[config.mk]
export PLATFORM = sky130hd
export DESIGN_NAME = stream_window_counter
export DESIGN_NICKNAME = d
export VERILOG_FILES = /design/src/rtl/stream_pkg.sv /design/src/rtl/win_counter.sv /design/src/rtl/stream_window_counter.sv
export SDC_FILE = /design/constraint.sdc
export NUM_CORES = 1
export LEC_CHECK = 0
export ABC_AREA = 1
export ABC_CLOCK_PERIOD_IN_PS = 2500
export CAP_MARGIN = 20
export CORE_UTILIZATION = 54
export DETAILED_ROUTE_END_ITERATION = 8
export PLACE_DENSITY = 0.78
export SKIP_LAST_GASP = 1
export SYNTH_ARGS = -nofsm -noshare
export SYNTH_HDL_FRONTEND = slang
export SYNTH_SLANG_ARGS = --single-unit
[constraint.sdc]
create_clock -name CLK -period 2.5 [get_ports CLK]
set_clock_uncertainty 0.2 [all_clocks]
set_input_delay 0.25 -clock CLK [delete_from_list [all_inputs] [get_ports CLK]]
set_output_delay 0.25 -clock CLK [all_outputs]
set_load 0.02 [all_outputs]
[src/rtl/stream_pkg.sv]
// Shared types and helpers for the stochastic-to-binary window counter.
package stream_pkg;

  // Top-level control states: waiting for START, or accumulating a window.
  typedef enum logic [0:0] {
    IDLE  = 1'b0,
    ACCUM = 1'b1
  } win_state_t;

  // Width needed to hold the value WINDOW (a full window of ones).
  // Clamped to at least one bit so a degenerate parameter still elaborates.
  function automatic int calc_cnt_w(input int window);
    int w;
    if (window < 1) begin
      w = 1;
    end else begin
      w = $clog2(window + 1);
    end
    if (w < 1) begin
      w = 1;
    end else begin
      w = w;
    end
    return w;
  endfunction

endpackage

[src/rtl/win_counter.sv]
// Paired sample / ones counters for one accumulation window.
// tc_o flags the CE-qualified sample that completes the window; on that
// edge both counters return to zero so the next window can start at once.
module win_counter
  import stream_pkg::*;
#(
  parameter int WINDOW = 256,
  parameter int CNT_W  = calc_cnt_w(WINDOW)
) (
  input  logic             clk_i,
  input  logic             reset_i,
  input  logic             clr_i,
  input  logic             en_i,
  input  logic             bit_i,
  output logic [CNT_W-1:0] ones_cnt_o,
  output logic             tc_o
);

  localparam logic [CNT_W-1:0] CNT_LAST = CNT_W'(WINDOW - 1);
  localparam logic [CNT_W-1:0] CNT_ONE  = CNT_W'(1'b1);
  localparam logic [CNT_W-1:0] CNT_ZERO = CNT_W'(1'b0);

  logic [CNT_W-1:0] samp_cnt_q;
  logic [CNT_W-1:0] samp_cnt_d;
  logic [CNT_W-1:0] ones_cnt_q;
  logic [CNT_W-1:0] ones_cnt_d;
  logic [CNT_W-1:0] bit_ext_s;

  // Zero-extended incoming bit for the ones accumulator.
  always_comb begin
    bit_ext_s = CNT_W'(bit_i);
  end

  // Terminal count: the enabled sample that is the last one of the window.
  always_comb begin
    tc_o = en_i && (samp_cnt_q == CNT_LAST);
  end

  // Next counter values: clear, wrap on terminal count, advance, or hold.
  always_comb begin
    samp_cnt_d = samp_cnt_q;
    ones_cnt_d = ones_cnt_q;
    if (clr_i) begin
      samp_cnt_d = CNT_ZERO;
      ones_cnt_d = CNT_ZERO;
    end else if (tc_o) begin
      samp_cnt_d = CNT_ZERO;
      ones_cnt_d = CNT_ZERO;
    end else if (en_i) begin
      samp_cnt_d = samp_cnt_q + CNT_ONE;
      ones_cnt_d = ones_cnt_q + bit_ext_s;
    end else begin
      samp_cnt_d = samp_cnt_q;
      ones_cnt_d = ones_cnt_q;
    end
  end

  // Counter registers with synchronous reset.
  always_ff @(posedge clk_i) begin
    if (reset_i) begin
      samp_cnt_q <= CNT_ZERO;
      ones_cnt_q <= CNT_ZERO;
    end else begin
      samp_cnt_q <= samp_cnt_d;
      ones_cnt_q <= ones_cnt_d;
    end
  end

  // The partial ones count feeds the result adder in the parent.
  always_comb begin
    ones_cnt_o = ones_cnt_q;
  end

endmodule

[src/rtl/stream_window_counter.sv]
// Stochastic-to-binary converter: counts the 1s in a window of CE-qualified
// samples of an upstream bitstream and holds the count under a valid/ack
// handshake with a sticky overrun flag. Supports one-shot and back-to-back
// (CONT) windows.
module stream_window_counter
  import stream_pkg::*;
#(
  parameter int WINDOW = 256,
  parameter int CNT_W  = calc_cnt_w(WINDOW)
) (
  input  logic             CLK,
  input  logic             RESET,
  input  logic             CE,
  input  logic             IN_BIT,
  input  logic             START,
  input  logic             CONT,
  input  logic             RESULT_ACK,
  output logic             BUSY,
  output logic             DONE,
  output logic [CNT_W-1:0] RESULT,
  output logic             RESULT_VALID,
  output logic             OVERRUN
);

  localparam logic [CNT_W-1:0] CNT_ZERO = CNT_W'(1'b0);

  win_state_t       state_q;
  win_state_t       state_d;
  logic             busy_q;
  logic             busy_d;
  logic             done_q;
  logic             done_d;
  logic [CNT_W-1:0] result_q;
  logic [CNT_W-1:0] result_d;
  logic             valid_q;
  logic             valid_d;
  logic             overrun_q;
  logic             overrun_d;

  logic             clr_s;
  logic             en_s;
  logic             tc_s;
  logic [CNT_W-1:0] ones_cnt_s;
  logic [CNT_W-1:0] new_result_s;

  // Counters are held clear while idle, so accepting START leaves them at
  // zero and the sample on the START edge itself is never counted.
  always_comb begin
    clr_s = (state_q == IDLE);
    en_s  = (state_q == ACCUM) && CE;
  end

  win_counter #(
    .WINDOW (WINDOW),
    .CNT_W  (CNT_W)
  ) u_win_counter (
    .clk_i      (CLK),
    .reset_i    (RESET),
    .clr_i      (clr_s),
    .en_i       (en_s),
    .bit_i      (IN_BIT),
    .ones_cnt_o (ones_cnt_s),
    .tc_o       (tc_s)
  );

  // Final count includes the bit sampled on the completing edge; it is at
  // most WINDOW, which CNT_W always holds.
  always_comb begin
    new_result_s = ones_cnt_s + CNT_W'(IN_BIT);
  end

  // Next-state for the control FSM, result register and handshake flags.
  always_comb begin
    state_d   = state_q;
    busy_d    = busy_q;
    done_d    = 1'b0;
    result_d  = result_q;
    valid_d   = valid_q;
    overrun_d = overrun_q;

    case (state_q)
      IDLE: begin
        if (START) begin
          state_d = ACCUM;
        end else begin
          state_d = IDLE;
        end
      end
      ACCUM: begin
        if (tc_s) begin
          if (CONT) begin
            state_d = ACCUM;
          end else begin
            state_d = IDLE;
          end
        end else begin
          state_d = ACCUM;
        end
      end
      default: begin
        state_d = IDLE;
      end
    endcase

    busy_d = (state_d == ACCUM);

    // A completion always wins over an acknowledge on the same edge: the
    // fresh result is loaded and stays valid. Overrun only when the old
    // result is lost without having been acknowledged.
    if (tc_s) begin
      result_d = new_result_s;
      done_d   = 1'b1;
      valid_d  = 1'b1;
      if (valid_q && !RESULT_ACK) begin
        overrun_d = 1'b1;
      end else begin
        overrun_d = overrun_q;
      end
    end else if (RESULT_ACK) begin
      valid_d = 1'b0;
    end else begin
      valid_d = valid_q;
    end
  end

  // FSM and registered outputs; reset overrides every other input.
  always_ff @(posedge CLK) begin
    if (RESET) begin
      state_q   <= IDLE;
      busy_q    <= 1'b0;
      done_q    <= 1'b0;
      result_q  <= CNT_ZERO;
      valid_q   <= 1'b0;
      overrun_q <= 1'b0;
    end else begin
      state_q   <= state_d;
      busy_q    <= busy_d;
      done_q    <= done_d;
      result_q  <= result_d;
      valid_q   <= valid_d;
      overrun_q <= overrun_d;
    end
  end

  // Drive ports straight from the registers.
  always_comb begin
    BUSY         = busy_q;
    DONE         = done_q;
    RESULT       = result_q;
    RESULT_VALID = valid_q;
    OVERRUN      = overrun_q;
  end

endmodule

==> impl_metrics.env <==
export IMPL_grt_pass1_wl_mm=4.802
export IMPL_first_pass_iters=4
export IMPL_slowest_delay_ps=380
export IMPL_core_area_sq_mm=0.002567
export IMPL_ff_latch_area_sq_um=620.6
export IMPL_design_area_sq_mm=0.001762
export IMPL_status="finished clean"
export IMPL_die_area_sq_mm=0.003041
export IMPL_num_fill_cells=231
export IMPL_yosys_area_top_type="dfxtp_1"
export IMPL_syn_area_sq_mm=0.001525
export IMPL_grt_pass1_vias=1201
export IMPL_overflow=0
export IMPL_drt_iter0_markers=34
export IMPL_leakagePower_nw=0.7414
export IMPL_hpwl_mm=2.134
export IMPL_synth_cells=217
export IMPL_synth_most_common_cell="nand2_1"
export IMPL_required_ps=2530
export IMPL_cts_root_buffer="clkbuf_4"
export IMPL_path_clk_slew_ps=90
export IMPL_multi_input_area_sq_um=714.4
export IMPL_crit_fanout=15
export IMPL_diodes=0
export IMPL_hold_ws_ps=270.0
export IMPL_routed_via_count=1353
export IMPL_detail_route_antenna_nets=0
export IMPL_hp_start="OVERRUN"
export IMPL_cp_end_kind="register"
export IMPL_hold_viol_final=0
export IMPL_synth_commonest_cells="nand2_1, inv_1, dfxtp_1"
export IMPL_whs_path_depth=2
export IMPL_fmax_mhz=472.6
export IMPL_cts_path_max_buffers=2
export IMPL_post_cts_buffers=0
export IMPL_reg2reg_slack_ps=380
export IMPL_ff2ff_path_depth=13
export IMPL_peakVddDrop_v=0.0004658
export IMPL_preCtsSetupSlack_ps=388.2
export IMPL_drive_gt1_frac=0.06303
export IMPL_die_width_um=55.15
export IMPL_wire_per_inst_um=10.44
export IMPL_vias_per_cell=5.049
export IMPL_rows=18
export IMPL_cts_sinks=31
export IMPL_crit_top_cell="inv_1"
export IMPL_synth_top_area_frac=0.4069
export IMPL_cpMaxStageDelayCell="dfxtp_1"
export IMPL_htreeDepth=2
export IMPL_syn_nets=228
export IMPL_synthArstFlopShare=0
export IMPL_start_util=0.5941
export IMPL_power_total_mw=0.8391
export IMPL_hp_class="reg -> reg"
export IMPL_wl_mm=2.798
export IMPL_setup_ws_ps=383.9
export IMPL_die_y_um=55.15
export IMPL_cts_made_buffers=5
export IMPL_slew_viol_final=0
export IMPL_min_period_ps=2116
export IMPL_io_pins=20
export IMPL_r2r_end="u_win_counter.ones_cnt_o[4]"
export IMPL_cts_resized_gates=0
export IMPL_worstPathBufferInverterCount=5
export IMPL_powerDensity_mw_per_mm2=476.3
export IMPL_yosysWarnings=0
export IMPL_instances_no_fill=268
export IMPL_antenna_found_initial=0
export IMPL_startpoint_type="register"
export IMPL_cap_violations=0
export IMPL_placed_cell_area_sq_mm=0.001705
export IMPL_cts_tree="yes"
export IMPL_ys_seq_elements=31
export IMPL_critical_path_class="reg -> reg"
export IMPL_cp_cell_sequence="ha_1, inv_1, nor2_1, nand3_1, nor2_1, ha_1, inv_1, nor2_4, inv_2, nand3_4, inv_2, nand3_1, inv_1"
export IMPL_min_to="OVERRUN"
export IMPL_gp_congestion=0.8662
export IMPL_track_usage=0.2243
export IMPL_setup_viol=0
export IMPL_arrival_ps=2140
export IMPL_synth_area_leaders="dfxtp_1, nand2_1, inv_1, nand3_1, nor2_1"
export IMPL_tns_ps=0
export IMPL_synth_main_ff_cell="dfxtp_1"
export IMPL_fin_crit_sh=0.8464
export IMPL_ys_types=24
export IMPL_post_route_util=0.6862
export IMPL_synth_avg_cell_area_sq_um=7.029
export IMPL_max_slew_margin=0.6178
export IMPL_io_buffers=19
export IMPL_clk_insertion_delay_late_ps=320
export IMPL_synth_edf_count=0
export IMPL_tightest_slew_ps=572.6
export IMPL_area_growth_pct=15.50
export IMPL_rsz0062_at_grt="false"
export IMPL_regToRegStartpoint="u_win_counter.samp_cnt_q[0]"
export IMPL_hold_buffers=0
export IMPL_finalNetCount=249
export IMPL_yosysSeqAreaShare=0.4069
export IMPL_drc=0
export IMPL_cpLargestDelayFamily="simple AND/OR/NAND/NOR gates"
export IMPL_dp_cells=261
export IMPL_grt_max_degree=21
==> routing by layer <==
layer	share of wire	global-route usage	wire length [um]	up-vias
met3	0.047	0.06284	132	7
met4	0.020	0.1208	57	0
met1	0.47	0.2600	1309	593
li1	-	-	-	718
met5	0	0	0	-
met2	0.46	0.3715	1298	35
==> final cells by class <==
type	instances	share of cell area
timing repair buffer	20	0.1122
clock buffer	6	0.02912
tap	30	0.02131
clock inverter	1	0.002841
multi-input combinational	144	0.4055
sequential	31	0.3523
inverter	36	0.07670
==> worst max-delay path by stage <==
stage,startpoint,end,slack [ps],cells past startpoint
global route,u_win_counter.samp_cnt_q[0],u_win_counter.ones_cnt_o[4],130,13
floorplan,u_win_counter.samp_cnt_q[0],u_win_counter.samp_cnt_q[3],580,12
finish,u_win_counter.samp_cnt_q[0],u_win_counter.ones_cnt_o[4],380,13
global placement,CE,u_win_counter.samp_cnt_q[4],450,6
CTS,u_win_counter.samp_cnt_q[0],u_win_counter.ones_cnt_o[4],380,13
detailed placement,u_win_counter.samp_cnt_q[0],u_win_counter.ones_cnt_o[4],390,13
==> worst min-delay path: cells and delay by family (launching register included) <==
kind | cells | cell delay [ps]
flip-flops | 1 | 340
AO/OA/AOI/OAI | 1 | 60
AND/OR/NAND/NOR | 1 | 50
==> layout by cell type (no fill, tap or decap), types with 2 or more instances in the layout <==
| cell type | n |
|---|---|
| nand2_1 | 56 |
| inv_1 | 34 |
| dfxtp_1 | 31 |
| nor2_1 | 26 |
| nand3_1 | 24 |
| clkdlybuf4s50_1 | 19 |
| a21oi_1 | 7 |
| o21ai_0 | 6 |
| o21a_1 | 6 |
| clkbuf_4 | 5 |
| nand4_1 | 4 |
| ha_1 | 4 |
| nor2_4 | 2 |
| inv_2 | 2 |
| nand3b_1 | 2 |
==> flip-flops by register name, indices dropped and copies added (netlist names) <==
signal / count
BUSY: 1
DONE: 1
OVERRUN: 1
RESULT: 9
RESULT_VALID: 1
u_win_counter.ones_cnt_o: 9
u_win_counter.samp_cnt_q: 9
==> cells by family after synthesis <==
kind of cell / share of synthesized area
compound gates: 0.07629
xor+xnor: 0.01149
flops: 0.4069
fa+ha+maj: 0.03282
buf+inv: 0.1247
simple gates: 0.3478
==> power breakdown <==
group          internal (mW)  total [mW]  switching (mW)
clock                  0.130       0.291           0.161
sequential             0.497       0.502         0.00482
combinational         0.0192      0.0465          0.0273
total                  0.646       0.839           0.193
Power figures use the tool's default switching activity.
==> RTL change (config.mk and constraints unchanged) <==
Reset style: asynchronous (`RESET` and `reset_i`), changed in 2 clocked blocks. Comments in the files are not updated.
--- a/src/rtl/win_counter.sv
+++ b/src/rtl/win_counter.sv
@@ -56,7 +56,7 @@
   end
 
   // Counter registers with synchronous reset.
-  always_ff @(posedge clk_i) begin
+  always_ff @(posedge clk_i or posedge reset_i) begin
     if (reset_i) begin
       samp_cnt_q <= CNT_ZERO;
       ones_cnt_q <= CNT_ZERO;
--- a/src/rtl/stream_window_counter.sv
+++ b/src/rtl/stream_window_counter.sv
@@ -124,7 +124,7 @@
   end
 
   // FSM and registered outputs; reset overrides every other input.
-  always_ff @(posedge CLK) begin
+  always_ff @(posedge CLK or posedge RESET) begin
     if (RESET) begin
       state_q   <= IDLE;
       busy_q    <= 1'b0;
Check against the original RTL: differs if RESET is asserted again (counterexample within 4 cycles, from zero or initial values and one cycle with RESET high); with RESET held inactive, the same outputs for 10 cycles.
==> RTL change against the original RTL <==
  * First-iteration DRC count is 47% higher
  * Final area grew 3.5%
  * Largest cell class is now sequential cells
  * Area after synthesis is 1.8% higher
  * Sequential cell count is the same
  * Critical path type unchanged
  * Critical path depth decreased by 6
  * Utilization fell by 1.9 points
  * Setup slack gained 240 ps
  * Via count down 8.1%
  * Count of clock-buffer cells in the layout is 1 higher
  * Routed wire length up 7.0%
Power is not compared: it rests on default switching activity, and its combinational part moved more than twofold at a synthesized area within 25%.
==> RTL change: results (changes against the original RTL) <==
status finished, final reports clean (unchanged); top post-synthesis cells by area dfrtp_1 (50%), nand2_1 (19%), inv_1 (5.3%) (was dfxtp_1 (41%), nand2_1 (14%), inv_1 (8.4%)); DP Area 1770 µm² (was 1710 µm²); post-DP HPWL 2.03 mm (was 2.13 mm); dpl ws 534 ps (was 388 ps); NumNets Final 227 (was 249); global-route wire length before repair 5.19 mm (was 4.80 mm); list of most frequent post-synthesis cells nand2_1 (78), dfrtp_1 (31), inv_1 (22), o21ai_0 (15) (was nand2_1 (56), inv_1 (34), dfxtp_1 (31), nor2_1 (26), nand3_1 (24)); Cells after Synth 191 (was 217); Placed Cells 240 (was 261); Syn Nets 202 (was 228); global-route usage over all layers 21.6% (was 22.4%); Hold WS 92.0 ps (was 270 ps); Post-Route WL 2.99 mm (was 2.80 mm); XOR/XNOR Fraction of Synth Area 2.82% (was 1.15%); Distinct cells, synth 21 (was 24); post-synthesis adder-cell area fraction 3.22% (was 3.28%); largest net degree at the start of global routing 32 (was 21); starting DRC count in detailed routing 50 (was 34); worst hold path class input pin to asynchronous set/reset pin (was flip-flop to flip-flop); Compound-Gate Fraction of Synth Area 7.25% (was 7.63%); crit-path max cell delay 430 ps (was 380 ps); CP max FO 18 (was 15); CP max stage cell dfrtp_1 (was dfxtp_1); R2R setup slack 630 ps (was 380 ps); clock period minus worst slack 1870 ps (was 2120 ps); Via-to-Cell Ratio 5.02 (was 5.05); fraction of registers with async set/reset 100% (was 0%); routability cong. 0.796 (was 0.866)
[RTL change: changes by cell type after synthesis, sizes merged, moves of 4 or more]
cell / before / now
a21oi: 7 / 0
nand3: 25 / 8
dfxtp: 31 / 0
nand2: 57 / 80
o21ai: 6 / 18
buf: 6 / 2
inv: 36 / 23
dfrtp: 0 / 31
o21a: 6 / 0
nor2: 28 / 12
[RTL change: metal layers]
layer / GRT usage [%] / part of all wire [%] / wire length (µm)
met2: 39.2 / 51 / 1520
met4: 9.64 / 1.6 / 48
met3: 5.12 / 3.0 / 91
met5: 0 / 0 / 0
met1: 23.9 / 44 / 1330
[RTL change: worst paths after layout]
path                                                     to                   startpoint  depth (start not counted)
worst min-delay path                                   BUSY                        RESET                          3
worst min register to register                      OVERRUN                      OVERRUN                          1
worst max-delay path                              RESULT[7]  u_win_counter.samp_cnt_q[0]                          7
min in group CLK                                       BUSY                        START                          3
max in group asynchronous       u_win_counter.samp_cnt_q[5]                        RESET                          3
worst max register to register                    RESULT[7]  u_win_counter.samp_cnt_q[0]                          7
[RTL change: power by group]
| group | switching (mW) | total, mW | internal (mW) |
|---|---|---|---|
| combinational | 0.119 | 0.204 | 0.0849 |
| sequential | 0.0816 | 0.647 | 0.565 |
| clock | 0.163 | 0.273 | 0.109 |
[RTL change: cell type report]
| class | count | area [µm²] |
|---|---|---|
| clock inverter | 1 | 5.00 |
| clock buffer | 7 | 45.0 |
| timing repair buffer | 20 | 198 |
| inverter | 23 | 86.3 |
| multi-input combinational | 135 | 674 |
| sequential | 31 | 776 |
| fill | 245 | 911 |
| tap | 31 | 38.8 |
[RTL change: worst max-delay path, delay by kind of cell, from the launching register on]
| family | cells | cell delay [ps] |
|---|---|---|
| fa+ha+maj | 1 | 230 |
| buf+inv | 1 | 240 |
| simple gates | 5 | 710 |
| flops | 1 | 430 |
